File: src/rtl/dac_scheduler.sv
// Round-robin arbiter sharing one four-channel 12-bit SPI DAC core between
// four req/ack requesters. One transfer at a time: IDLE -> LOAD -> XFER -> GAP.
// A watchdog aborts a transfer whose core never reports done.
module dac_scheduler #(
    parameter int TIMEOUT = 255
) (
    input  logic        clk,
    input  logic        rst,
    input  logic [3:0]  req,
    input  logic [47:0] req_data,
    output logic [3:0]  ack,
    output logic [3:0]  grant,
    output logic        timeout,
    output logic        busy,
    output logic        dac_enable,
    output logic [11:0] dac_data,
    output logic [3:0]  dac_address,
    input  logic        dac_done
);

    typedef enum logic [1:0] {
        IDLE = 2'd0,
        LOAD = 2'd1,
        XFER = 2'd2,
        GAP  = 2'd3
    } state_t;

    localparam logic [15:0] TIMEOUT_C = 16'(TIMEOUT);
    localparam logic [15:0] CNT_MAX_C = 16'hFFFF;

    // Pick the 12-bit value belonging to channel idx.
    function automatic logic [11:0] slice_sel(input logic [47:0] data, input logic [1:0] idx);
        logic [11:0] s;
        case (idx)
            2'd0:    s = data[11:0];
            2'd1:    s = data[23:12];
            2'd2:    s = data[35:24];
            2'd3:    s = data[47:36];
            default: s = 12'h000;
        endcase
        return s;
    endfunction

    state_t      state_r, state_next_s;
    logic [1:0]  last_r, last_next_s;
    logic [15:0] cnt_r, cnt_next_s;
    logic [3:0]  ack_r, ack_next_s;
    logic [3:0]  grant_r, grant_next_s;
    logic        timeout_r, timeout_next_s;
    logic        busy_r, busy_next_s;
    logic        enable_r, enable_next_s;
    logic [11:0] data_r, data_next_s;
    logic [3:0]  address_r, address_next_s;

    logic        win_found_s;
    logic [1:0]  win_idx_s;
    logic [1:0]  cand_s;

    // Round-robin search: start one past the last winner and take the first pending channel.
    always_comb begin
        win_found_s = 1'b0;
        win_idx_s   = 2'd0;
        cand_s      = 2'd0;
        for (int k = 0; k < 4; k++) begin
            cand_s = last_r + 2'(k + 1);
            if (!win_found_s && req[cand_s]) begin
                win_found_s = 1'b1;
                win_idx_s   = cand_s;
            end else begin
                win_found_s = win_found_s;
            end
        end
    end

    // Next-state and next-output logic; ack/timeout are single-cycle pulses by default.
    always_comb begin
        state_next_s   = state_r;
        last_next_s    = last_r;
        cnt_next_s     = cnt_r;
        ack_next_s     = 4'b0000;
        grant_next_s   = grant_r;
        timeout_next_s = 1'b0;
        busy_next_s    = busy_r;
        enable_next_s  = enable_r;
        data_next_s    = data_r;
        address_next_s = address_r;

        case (state_r)
            IDLE: begin
                if (win_found_s) begin
                    data_next_s    = slice_sel(req_data, win_idx_s);
                    address_next_s = {2'b00, win_idx_s};
                    grant_next_s   = 4'b0001 << win_idx_s;
                    last_next_s    = win_idx_s;
                    busy_next_s    = 1'b1;
                    state_next_s   = LOAD;
                end else begin
                    busy_next_s    = 1'b0;
                    enable_next_s  = 1'b0;
                end
            end
            LOAD: begin
                enable_next_s = 1'b1;
                cnt_next_s    = 16'd0;
                state_next_s  = XFER;
            end
            XFER: begin
                // done takes priority over a watchdog expiry in the same cycle
                if (dac_done) begin
                    ack_next_s    = grant_r;
                    enable_next_s = 1'b0;
                    state_next_s  = GAP;
                end else if (cnt_r == TIMEOUT_C) begin
                    timeout_next_s = 1'b1;
                    enable_next_s  = 1'b0;
                    state_next_s   = GAP;
                end else if (cnt_r != CNT_MAX_C) begin
                    cnt_next_s = cnt_r + 16'd1;
                end else begin
                    cnt_next_s = cnt_r;
                end
            end
            GAP: begin
                // enable stays low this cycle so the core returns to its initial state
                enable_next_s = 1'b0;
                grant_next_s  = 4'b0000;
                busy_next_s   = 1'b0;
                state_next_s  = IDLE;
            end
            default: begin
                enable_next_s = 1'b0;
                grant_next_s  = 4'b0000;
                busy_next_s   = 1'b0;
                state_next_s  = IDLE;
            end
        endcase
    end

    // State and output registers with synchronous reset; last=3 makes channel 0 win first.
    always_ff @(posedge clk) begin
        if (rst) begin
            state_r   <= IDLE;
            last_r    <= 2'd3;
            cnt_r     <= 16'd0;
            ack_r     <= 4'b0000;
            grant_r   <= 4'b0000;
            timeout_r <= 1'b0;
            busy_r    <= 1'b0;
            enable_r  <= 1'b0;
            data_r    <= 12'h000;
            address_r <= 4'h0;
        end else begin
            state_r   <= state_next_s;
            last_r    <= last_next_s;
            cnt_r     <= cnt_next_s;
            ack_r     <= ack_next_s;
            grant_r   <= grant_next_s;
            timeout_r <= timeout_next_s;
            busy_r    <= busy_next_s;
            enable_r  <= enable_next_s;
            data_r    <= data_next_s;
            address_r <= address_next_s;
        end
    end

    assign ack         = ack_r;
    assign grant       = grant_r;
    assign timeout     = timeout_r;
    assign busy        = busy_r;
    assign dac_enable  = enable_r;
    assign dac_data    = data_r;
    assign dac_address = address_r;

endmodule

File: config.mk
export PLATFORM = sky130hd
export DESIGN_NAME = dac_scheduler
export DESIGN_NICKNAME = d
export VERILOG_FILES = /design/src/rtl/dac_scheduler.sv
export SDC_FILE = /design/constraint.sdc
export NUM_CORES = 1
export LEC_CHECK = 0
export ABC_AREA = 1
export BUFFER_PORTS_ARGS = -buffer_cell sky130_fd_sc_hd__buf_2
export CORE_MARGIN = 2
export CORE_UTILIZATION = 58
export CTS_BUF_LIST = sky130_fd_sc_hd__clkbuf_8
export DETAILED_ROUTE_END_ITERATION = 7
export HOLD_SLACK_MARGIN = 0.1
export PLACE_DENSITY = 0.88
export SLEW_MARGIN = 20
export SYNTH_ARGS = -nofsm -noshare
export SYNTH_HDL_FRONTEND = slang
export SYNTH_SLANG_ARGS = --single-unit
File: constraint.sdc
create_clock -name clk -period 5.05 [get_ports clk]
set_clock_uncertainty 0.15 [all_clocks]
set_input_delay 0.505 -clock clk [delete_from_list [all_inputs] [get_ports clk]]
set_output_delay 0.505 -clock clk [all_outputs]
set_load 0.02 [all_outputs]
======== Word-level counts from Yosys, hierarchy flattened ========
Index checks and enable logic that the tools add are counted.
W data, S select, Z words.
word-level totals
  register bits ........................... 45
  input bits .............................. 55
  word-level logic and storage cells ...... 86
  output and inout bits ................... 27
operators by class
  reduce and logical (&&, ||, !) cells .... 17
  shifts and indexed selects .............. 1
  bitwise gates (word level) .............. 2
  add/subtract/negate cells ............... 4
  equality and inequality tests ........... 14
  mux-type cells .......................... 34
  order comparisons ....................... 4
operator list
  operator                 number
  $mux W16                 3
  $pmux W12 S4             1
  $pmux W16 S2             1
  $add A16 B1 Y16 const B  1
  $eq A16 B8 Y1 const B    1
  $ne A16 B16 Y1 const B   1
  $mux W2                  7
  $mux W1                  13
  $lt A2 B3 Y1 const B     4
  $ne A2 B2 Y1 const B     5
  $bmux W1 S2              4
  $eq A2 B2 Y1 const B     4
  $pmux W2 S4              1
  $pmux W4 S2              1
  $reduce_and A2 Y1        4
  $reduce_or A3 Y1         2
  $add A2 B2 Y2 const B    2
  $eq A2 B1 Y1 const B     2
  $logic_not A2 Y1         2
  $mux W4                  1
  $pmux W1 S4              1
  $reduce_and A4 Y1        1
  $reduce_bool A2 Y1       2
  $shl A1 B2 Y4 const A    1
  6 further kinds          11

======== Depth between registers and ports, before layout ========
Gate-level depths: netlist of run 1.
  depth in word-level cells ............... 16
  gate-level depth with buffers ........... 17
  mapped depth without buffers ............ 16

======== Least setup slack after synthesis of run 1 ========
OpenSTA, ideal clock, no wires.
  path type ............................... register to register
  start point ............................. register cnt_r[0]
  end point ............................... register cnt_r[6]
  cell stages (with the launch flop) ...... 11
  setup time .............................. 0.078 ns
  buffers on the path ..................... 1
  setup slack ............................. 3.035 ns
  arrival time ............................ 1.788 ns
  required time ........................... 4.822 ns
  period minus slack after synthesis ...... 2.015 ns
  path through ............................ dfxtp_1 -> ha_1 -> and3_1 -> nand2_1 -> nor3_1 -> nor3_1 -> nand2_1 -> nand2_1 -> buf_2 -> a21oi_1 -> nor3_1
between the ends
  word-level cells in the longest chain between the ends .. 5
  elaborated cells between the ends (all ways) .. 10
  those cells by class .................... 1 x add/sub; 4 x eq/ne; 4 x mux; 1 x reduce/logical
ends and longest elaborated chain
  element                   RTL line  RTL
  start: declaration        46        logic [15:0] cnt_r, cnt_next_s;
  start signal: assignment  155       cnt_r <= cnt_next_s;
  $add A16 B1 Y16           118       cnt_next_s = cnt_r + 16'd1;
  $mux W16                  117       end else if (cnt_r != CNT_MAX_C) begin
  $mux W16                  113       end else if (cnt_r == TIMEOUT_C) begin
  $mux W16                  109       if (dac_done) begin
  $pmux W16 S2              88        case (state_r)
Parallel ways exist; a longest one is shown, timed or not. The select of a mux whose other input is x is not followed.
A chain may end at the register's enable or synchronous reset.

======== Worst setup path after layout of run 1 ========
  start point ............................. register last_r[0]
  end point ............................... register data_r[0] (netlist: dac_data[0])
between the ends
  word-level cells in the longest chain between the ends .. 15
  elaborated cells between the ends (all ways) .. 31
  those cells by class .................... 3 x add/sub; 3 x eq/ne; 17 x mux; 8 x reduce/logical
ends and longest elaborated chain
  element                                     RTL line  RTL
  start: declaration                          45        logic [1:0] last_r, last_next_s;
  start signal: assignment                    154       last_r <= last_next_s;
  $add A2 B1 Y2                               65        cand_s = last_r + 2'(k + 1);
  $bmux W1 S2                                 66        if (!win_found_s && req[cand_s]) begin
  $mux W1 (implied by the code)               66
  $mux W1                                     66
  $logic_not A1 Y1                            66
  $logic_and A1 B1 Y1                         66
  $mux W1                                     66
  $logic_not A1 Y1                            66
  $logic_and A1 B1 Y1                         66
  $mux W1                                     66
  $logic_not A1 Y1                            66
  $logic_and A1 B1 Y1                         66
  $mux W2                                     66
  $eq A2 B2 Y1, or another cell as far along  34        case (idx)
  $pmux W12 S4                                34
  end signal: assignment                      161       data_r <= data_next_s;
  end: declaration                            52        logic [11:0] data_r, data_next_s;
Parallel ways exist; a longest one is shown, timed or not. The select of a mux whose other input is x is not followed.

==> results.md, run 1 <==
| Parameter | Reported | Unit |
| --- | --- | --- |
| CP endpoint kind | flop | - |
| Number of inserted filler cells in the final layout | 425 | - |
| Path type of the worst setup path | reg -> reg | - |
| Sequential share of the synthesized area | 32.07 | % |
| Global-route wire length before repair | 11230 | um |
| Slowest cell on crit path | nor2_4 | - |
| Clock input transition at the sequential cells of the worst setup and hold paths | 0.09 | ns |
| Placed Instances | 565 | - |
| Total design power | 1.966 | mW |
| Maximum number of pins on one net before global-route repair | 34 | - |
| Count of buffering cells on the critical path with inverters included | 2 | - |
| Number of cells on the worst hold path | 2 | - |
| Total detailed-routing wirelength | 7053 | um |
| Count of routing violations after the opening detailed-route iteration | 167 | - |
| Worst path max stage delay | 0.59 | ns |
| Syn Inst Count | 447 | - |
| Setup TNS | 0 | ns |
| ANT cells | 0 | - |
| Worst voltage drop across the vdd grid | 360.7 | uV |
| Cell Pwr Density | 601.8 | nW/um2 |
| Leakage power | 1.620 | nW |
| Clk sinks | 45 | - |
| CTS tree | yes | - |
| Largest family of logic cells by synthesized area | simple AND/OR/NAND/NOR gates | - |
| Run status | completed | - |
| Worst hold path type | in -> reg | - |
| Clk Tree Root Cell | clkbuf_8 | - |
| Final cycle utilization of the critical path | 55.45 | % |
| Total count of max-transition violations in the final report | 0 | - |
| Die X | 73.59 | um |
| Hold Fails Final Rpt | 0 | - |
| Remaining Overflow, GRT | 0 | - |
| R2R setup slack | 2.25 | ns |
| Startpoint kind of the worst setup timing path | flop | - |
| Arrival time of the worst setup path | 2.83 | ns |
| Routed via count | 3059 | - |
| I/O pin total | 82 | - |
| FP Rows | 25 | - |
| Residual antenna-violating net count after detailed routing | 0 | - |
| Commonest non-fill, non-tap cell in the layout | nand2_1 | - |
| Die outline height | 73.59 | um |
| Initial antenna violation count | 0 | - |
| Starting utilization of the core area | 59.87 | % |
| Maxcap violations | 0 | - |
| Number of global-route vias before repair | 2687 | - |
| Post-synthesis adder-cell area fraction | 2.673 | % |
| Drt via density | 5.339 | - |
| GPL Wtd Cong | 0.9486 | - |
| Final cell utilization of the core | 69.63 | % |
| Hold EP | timeout$_SDFF_PP0_ | - |
| RSZ-0062 raised after global routing | no | - |
| Maximum clock rate | 0.3571 | GHz |
| Final-layout worst hold slack | 0.2706 | ns |
| Total iterations of the first detailed-routing run | 5 | - |
| Startpoint of the worst register-to-register path | last_r[0]$_SDFFE_PP1P_ | - |
| Data required time at the worst endpoint | 5.08 | ns |
| Fraction of synthesized cell area in xor and xnor cells | 2.494 | % |
| Core region area | 4692 | um2 |
| FF+latch count, synth | 45 | - |
| Commonest cells after routing, fill and taps aside | 130 x nand2_1, 79 x buf_2, 65 x inv_1 | - |
| CTS H-tree lvls | 2 | - |
| Total number of cells along the worst setup path | 12 | - |
| Count of hold buffers inserted by post-cts repair | 0 | - |
| Aggregate global-route resource usage | 26.54 | % |
| Final std cells w/o fill | 573 | - |
| Detailed-route wire length per cell | 12.31 | um |
| Largest fanout on the critical path | 33 | - |
| Number of failing setup endpoints in the final timing report | 0 | - |
| Mean Syn Cell Area | 6.284 | um2 |
| Area fraction in and, or, nand and nor cells after synthesis | 39.38 | % |
| Transition time at the pin with the least slew margin | 0.6384 | ns |
| Total die area | 5415 | um2 |
| Cell family contributing the most delay on the critical path | simple AND/OR/NAND/NOR gates | - |
| Distinct cell type count after synthesis | 30 | - |
| Start point of the worst hold path | dac_done | - |
| Cts bufs inserted | 5 | - |
| Minimum clock period | 2.800 | ns |
| Buffers from clock root to sink, at most | 2 | - |
| Remaining max-slew budget at the tightest pin | 57.44 | % |
| Most used cell along the critical path | nand2_1 | - |
| Clock insertion delay at the later pin of the skew report | 0.31 | ns |
| Count of yosys warnings during synthesis | 0 | - |
| Share of post-route cells with drive strength above 1 | 20.23 | % |
| Number of cell instances on the worst register-to-register path | 12 | - |
| Port Buffers | 79 | - |
| Number of gates given a new drive strength after cts | 0 | - |
| Total setup buffers inserted after CTS | 0 | - |
| Worst flop-to-flop path endpoint | dac_data[0]$_SDFFE_PP0P_ | - |
| Layout overhead on the synthesized area | 16.30 | % |
| Nets | 579 | - |
| Post-detail-place hpwl | 5212 | um |
| Ordered cell list for the critical path | inv_2 > nand2_1 > nand2_1 > nand2_1 > a21boi_1 > nand3_2 > nor2_4 > nand2_1 > nand2_1 > inv_1 > nand2_1 > a21oi_2 | - |
| Multiplexer share of the synthesized area | 0 | % |
| # DRC | 0 | - |
| Compound-gate portion of the synthesized area | 10.65 | % |
| Cell Area, Synth | 2809 | um2 |
[worst max path at each step]
stage	endpoint	slack, ns	start
6_report	dac_data[0]$_SDFFE_PP0P_	2.25	last_r[0]$_SDFFE_PP1P_
5_1_grt	dac_data[0]$_SDFFE_PP0P_	1.98	last_r[0]$_SDFFE_PP1P_
4_1_cts	dac_data[0]$_SDFFE_PP0P_	2.29	last_r[0]$_SDFFE_PP1P_
3_5_place_dp	dac_data[0]$_SDFFE_PP0P_	2.27	req[0]
3_3_place_gp	dac_data[7]$_SDFFE_PP0P_	2.34	req[0]
2_1_floorplan	cnt_r[6]$_SDFFE_PP0P_	3.03	cnt_r[0]$_SDFFE_PP0P_
[worst reg2reg max path, stage by stage, from the launching register on]
cell	delay, ns
dfxtp_1	0.48
inv_2	0.14
nand2_1	0.08
nand2_1	0.07
nand2_1	0.10
a21boi_1	0.19
nand3_2	0.52
nor2_4	0.60
nand2_1	0.10
nand2_1	0.08
inv_1	0.04
nand2_1	0.07
a21oi_2	0.05
[synth_stat cells]
cell / instances / area share (%)
nor2_4: 2 / 0.80
buf_2: 7 / 1.2
o21ai_1: 1 / 0.18
nand3_2: 2 / 0.71
o211ai_1: 2 / 0.53
inv_1: 65 / 8.7
nor2_1: 41 / 5.5
conb_1: 1 / 0.13
and3_1: 1 / 0.22
o21bai_1: 2 / 0.53
inv_2: 3 / 0.40
nand3_1: 45 / 8.0
ha_1: 6 / 2.7
xor2_1: 8 / 2.5
nor3_1: 12 / 2.1
a31oi_1: 1 / 0.22
nand2_2: 2 / 0.45
a21oi_2: 8 / 2.5
nand4_1: 15 / 3.3
nand2_4: 1 / 0.40
buf_6: 2 / 0.80
nor4_1: 2 / 0.45
nand2_1: 130 / 17
dfxtp_1: 45 / 32
a211oi_1: 2 / 0.53
buf_4: 4 / 1.1
a21boi_1: 1 / 0.27
o21ai_0: 7 / 1.2
a21oi_1: 26 / 4.6
clkbuf_1: 3 / 0.40
[registers in the layout, summed over array words and instances (netlist names)]
| name | flops |
|---|---|
| last_r | 2 |
| timeout | 1 |
| busy | 1 |
| cnt_r | 16 |
| dac_enable | 1 |
| state_r | 2 |
| ack | 4 |
| dac_data | 12 |
| grant | 4 |
| dac_address | 2 |
[kinds of logic after synthesis]
kind of cell	Yosys count
DFF	45
xor gates and xnor gates	8
adders and majority gates	6
AOI/OAI and AO/OA	50
buffers and inverters	84
other	1
and+or+nand+nor	253
[metrics by stage]
step,worst slack (ns),instance area [um2]
after floorplan,3.035,2813
after global placement,2.337,3177
after detailed placement,2.271,3177
after CTS,2.292,3267
after global routing,1.979,3267
final,2.250,3267
[power by group]
part	internal [mW]	leakage [nW]	switching [mW]	total [mW]
Sequential	0.432	0.367	0.0566	0.489
Combinational	0.376	1.21	0.868	1.24
Clock	0.0984	0.0445	0.135	0.234
[metal layers]
layer | vias to the layer above | global-route usage (%) | share of wire (%)
li1 | 1557 | - | -
met1 | 1346 | 30.05 | 41
met2 | 138 | 46.73 | 50
met3 | 18 | 5.213 | 6.8
met4 | 0 | 13.74 | 2.5
met5 | - | 0 | 0
[area by class of cell]
class                      instances  area [um2]  share of cell area, %
multi-input combinational        319        1558                  47.68
clock inverter                     3       21.27                 0.6511
sequential                        45       900.9                  27.58
timing repair buffer              79       395.4                  12.10
inverter                          68       255.2                  7.813
clock buffer                       5       68.82                  2.106
tap                               54       67.56                  2.068
(Power assumes the default switching activity.)
==> run 2: changes to the inputs <==
- CORE_UTILIZATION: 58 -> 54
- PLACE_DENSITY: 0.88 -> 0.83
- clock period: 5.05 -> 2.8 ns (I/O delays scaled with it)
==> run 2 against run 1 <==
Sequential share of layout area decreased by 1.0 points. Global-route usage decreased by 2.2 points. Sequential power increased by 79%. Critical path depth increased by 3. Cell area increased by 3.9%. First-iteration DRC count increased by 13%. Non-clock buffer count increased by 10. Highest routed layer unchanged. Setup slack got worse by 2.0 ns.
==> results.md, run 2 (synthesis gave the netlist of run 1 again) <==
| Parameter | Reported | Unit | Change |
| --- | --- | --- | --- |
| Run status | completed | - | unchanged |
| Leakage power | 1.681 | nW | was 1.620 nW |
| Final cycle utilization of the critical path | 92.52 | % | was 55.45% |
| Post-detail-place hpwl | 5355 | um | was 5212 um |
| Slowest cell on crit path | dfxtp_1 | - | was nor2_4 |
| Drt via density | 5.200 | - | was 5.339 |
| Clk Tree Root Cell | clkbuf_8 | - | unchanged |
| R2R setup slack | 0.21 | ns | was 2.25 ns |
| Worst hold path type | in -> reg | - | unchanged |
| Portion of total power attributed to sequential cells | 23.1 | % | was 24.9% |
| Cell area after layout | 3396 | um2 | was 3267 um2 |
| CTS H-tree lvls | 2 | - | unchanged |
| Total count of max-transition violations in the final report | 0 | - | unchanged |
| Setup TNS | 0 | ns | unchanged |
| Commonest non-fill, non-tap cell in the layout | nand2_1 | - | unchanged |
| Ordered cell list for the critical path | inv_2 > nand2_1 > nand2_1 > nand2_1 > nand2_2 > nor2_4 > nand3_2 > nand2_2 > nand2_4 > nor2_2 > nand2_1 > nand2_1 > inv_1 > nand2_1 > a21oi_1 | - | was inv_2 > nand2_1 > nand2_1 > nand2_1 > a21boi_1 > nand3_2 > nor2_4 > nand2_1 > nand2_1 > inv_1 > nand2_1 > a21oi_2 |
| Data required time at the worst endpoint | 2.84 | ns | was 5.08 ns |
| Startpoint kind of the worst setup timing path | flop | - | unchanged |
| Worst voltage drop across the vdd grid | 870.5 | uV | was 360.7 uV |
| Cts bufs inserted | 5 | - | unchanged |
| Startpoint of the worst register-to-register path | last_r[0]$_SDFFE_PP1P_ | - | unchanged |
| Net load switching power | 1.976 | mW | was 1.060 mW |
| Path type of the worst setup path | reg -> reg | - | unchanged |
| Post-place instance area | 3264 | um2 | was 3177 um2 |
| Share of post-route cells with drive strength above 1 | 21.70 | % | was 20.23% |
| Commonest cells after routing, fill and taps aside | 130 x nand2_1, 79 x buf_2, 65 x inv_1 | - | unchanged |
| Buffers from clock root to sink, at most | 2 | - | unchanged |
| Starting utilization of the core area | 55.35 | % | was 59.87% |
| Number of failing setup endpoints in the final timing report | 0 | - | unchanged |
| Routed via count | 3120 | - | was 3059 |
| Clock insertion delay at the later pin of the skew report | 0.31 | ns | about the same |
| Cell Pwr Density | 1116 | nW/um2 | was 601.8 nW/um2 |
| # DRC | 0 | - | unchanged |
| Remaining max-slew budget at the tightest pin | 57.75 | % | was 57.44% |
| Hold Fails Final Rpt | 0 | - | unchanged |
| Total iterations of the first detailed-routing run | 6 | - | was 5 |
| I/O pin total | 82 | - | unchanged |
| Total die area | 5795 | um2 | was 5415 um2 |
| Detailed-route wire length per cell | 12.06 | um | was 12.31 um |
| Cell family contributing the most delay on the critical path | simple AND/OR/NAND/NOR gates | - | unchanged |
| Minimum clock period | 2.591 | ns | was 2.800 ns |
| Number of inserted filler cells in the final layout | 458 | - | was 425 |
| Nets | 590 | - | was 579 |
| ANT cells | 0 | - | unchanged |
| Layout overhead on the synthesized area | 20.89 | % | was 16.30% |
| Start point of the worst hold path | req_data[1] | - | was dac_done |
| Die outline height | 76.13 | um | was 73.59 um |
| CP endpoint kind | flop | - | unchanged |
| Arrival time of the worst setup path | 2.63 | ns | was 2.83 ns |
| Core region area | 5075 | um2 | was 4692 um2 |
| Total detailed-routing wirelength | 7233 | um | was 7053 um |
| Register with the highest flop count | cnt_r | - | unchanged |
| Total setup buffers inserted after CTS | 0 | - | unchanged |
| Global-route wire length before repair | 11850 | um | was 11230 um |
| Aggregate global-route resource usage | 24.34 | % | was 26.54% |
| Remaining Overflow, GRT | 0 | - | unchanged |
| Maxcap violations | 0 | - | unchanged |
| Clk sinks | 45 | - | unchanged |
| RSZ-0062 raised after global routing | no | - | unchanged |
| Initial antenna violation count | 0 | - | unchanged |
| Largest fanout on the critical path | 20 | - | was 33 |
| Residual antenna-violating net count after detailed routing | 0 | - | unchanged |
| Critical path startpoint | last_r[0]$_SDFFE_PP1P_ | - | unchanged |
| Int Pwr | 1.814 | mW | was 0.9063 mW |
| CTS tree | yes | - | unchanged |
| GPL Wtd Cong | 0.9455 | - | was 0.9486 |
| Port Buffers | 79 | - | unchanged |
| Count of routing violations after the opening detailed-route iteration | 189 | - | was 167 |
| Number of flip-flops under the largest register name | 16 | - | unchanged |
| Worst path max stage delay | 0.45 | ns | was 0.59 ns |
| Transition time at the pin with the least slew margin | 0.6271 | ns | was 0.6384 ns |
| Net switching fraction of the power | 52.15 | % | was 53.90% |
| Combinational fraction of design power | 63.3 | % | about the same |
| Clock input transition at the sequential cells of the worst setup and hold paths | 0.09 | ns | about the same |
| Die X | 76.13 | um | was 73.59 um |
| Maximum number of pins on one net before global-route repair | 29 | - | was 34 |
| Maximum clock rate | 0.3860 | GHz | was 0.3571 GHz |
| FP Rows | 26 | - | was 25 |
| Power share of the clock group | 13.7 | % | was 11.9% |
| Most used cell along the critical path | nand2_1 | - | unchanged |
| Count of buffering cells on the critical path with inverters included | 2 | - | unchanged |
| Number of global-route vias before repair | 2772 | - | was 2687 |
run 2: cell count changes in the layout (fill, tap and decap cells not counted), sizes merged:
cell / delta
buf: +9
bufinv: +1
dlygate4sd3: +1
inv: -1
nor2: +1
run 2: power groups by stage:
stage	combinational, mW	clock (mW)	sequential [mW]
2_1_floorplan	1.76	0	0.999
3_3_place_gp	2.27	0	0.880
3_5_place_dp	2.32	0	0.884
4_1_cts	2.33	0.522	0.874
5_1_grt	2.69	0.553	0.893
6_report	2.40	0.518	0.874
run 2: area by class of cell:
cell class                      instances  area [um2]  share of cell area, %
Clock inverter                          3       46.29                  1.363
Clock buffer                            5       68.82                  2.027
Sequential cell                        45       900.9                  26.53
Tap cell                               70       87.58                  2.579
Multi-Input combinational cell        320        1564                  46.06
Timing Repair Buffer                   89       473.0                  13.93
Inverter                               68       255.2                  7.517
run 2: tightest hold or removal path: stages:
cell and delay (ns):
buf_2 0.09, inv_1 0.04, nand2_1 0.04, nand2_1 0.06
a21oi_1 0.06
run 2: repair_timing:
item / 4_1_cts / 5_1_grt
hold buffers: 1 / 0
endpoints found under the setup margin: 0 / 9
gates resized for setup: 0 / 0
endpoints found under the hold margin: 1 / 0
run 2: worst paths after layout:
check                                                 to  depth (start not counted)
worst max-delay path            dac_data[6]$_SDFFE_PP0P_                         15
worst min-delay path            dac_data[1]$_SDFFE_PP0P_                          5
worst max register to register  dac_data[6]$_SDFFE_PP0P_                         15
worst min register to register         ack[2]$_SDFF_PP0_                          2
run 2: layer usage:
metal | wire [um] | track usage, %
met5 | 0 | 0
met1 | 3084 | 29.74
met3 | 466 | 5.095
met4 | 104 | 6.000
met2 | 3578 | 43.75
run 2: metrics by stage:
step | util [%] | hold slack [ns] | instances | total power, mW | worst slack [ns]
floorplan | - | 0.2061 | 448 | 2.759 | 0.7846
global placement | 64.32 | 0.2871 | 590 | 3.149 | 0.3814
detailed placement | 64.32 | 0.2844 | 590 | 3.207 | 0.2910
CTS | 66.79 | 0.1623 | 599 | 3.729 | 0.2737
global route | 66.91 | 0.1805 | 600 | 4.133 | 0.03203
finish | 66.91 | 0.1644 | 600 | 3.790 | 0.2094
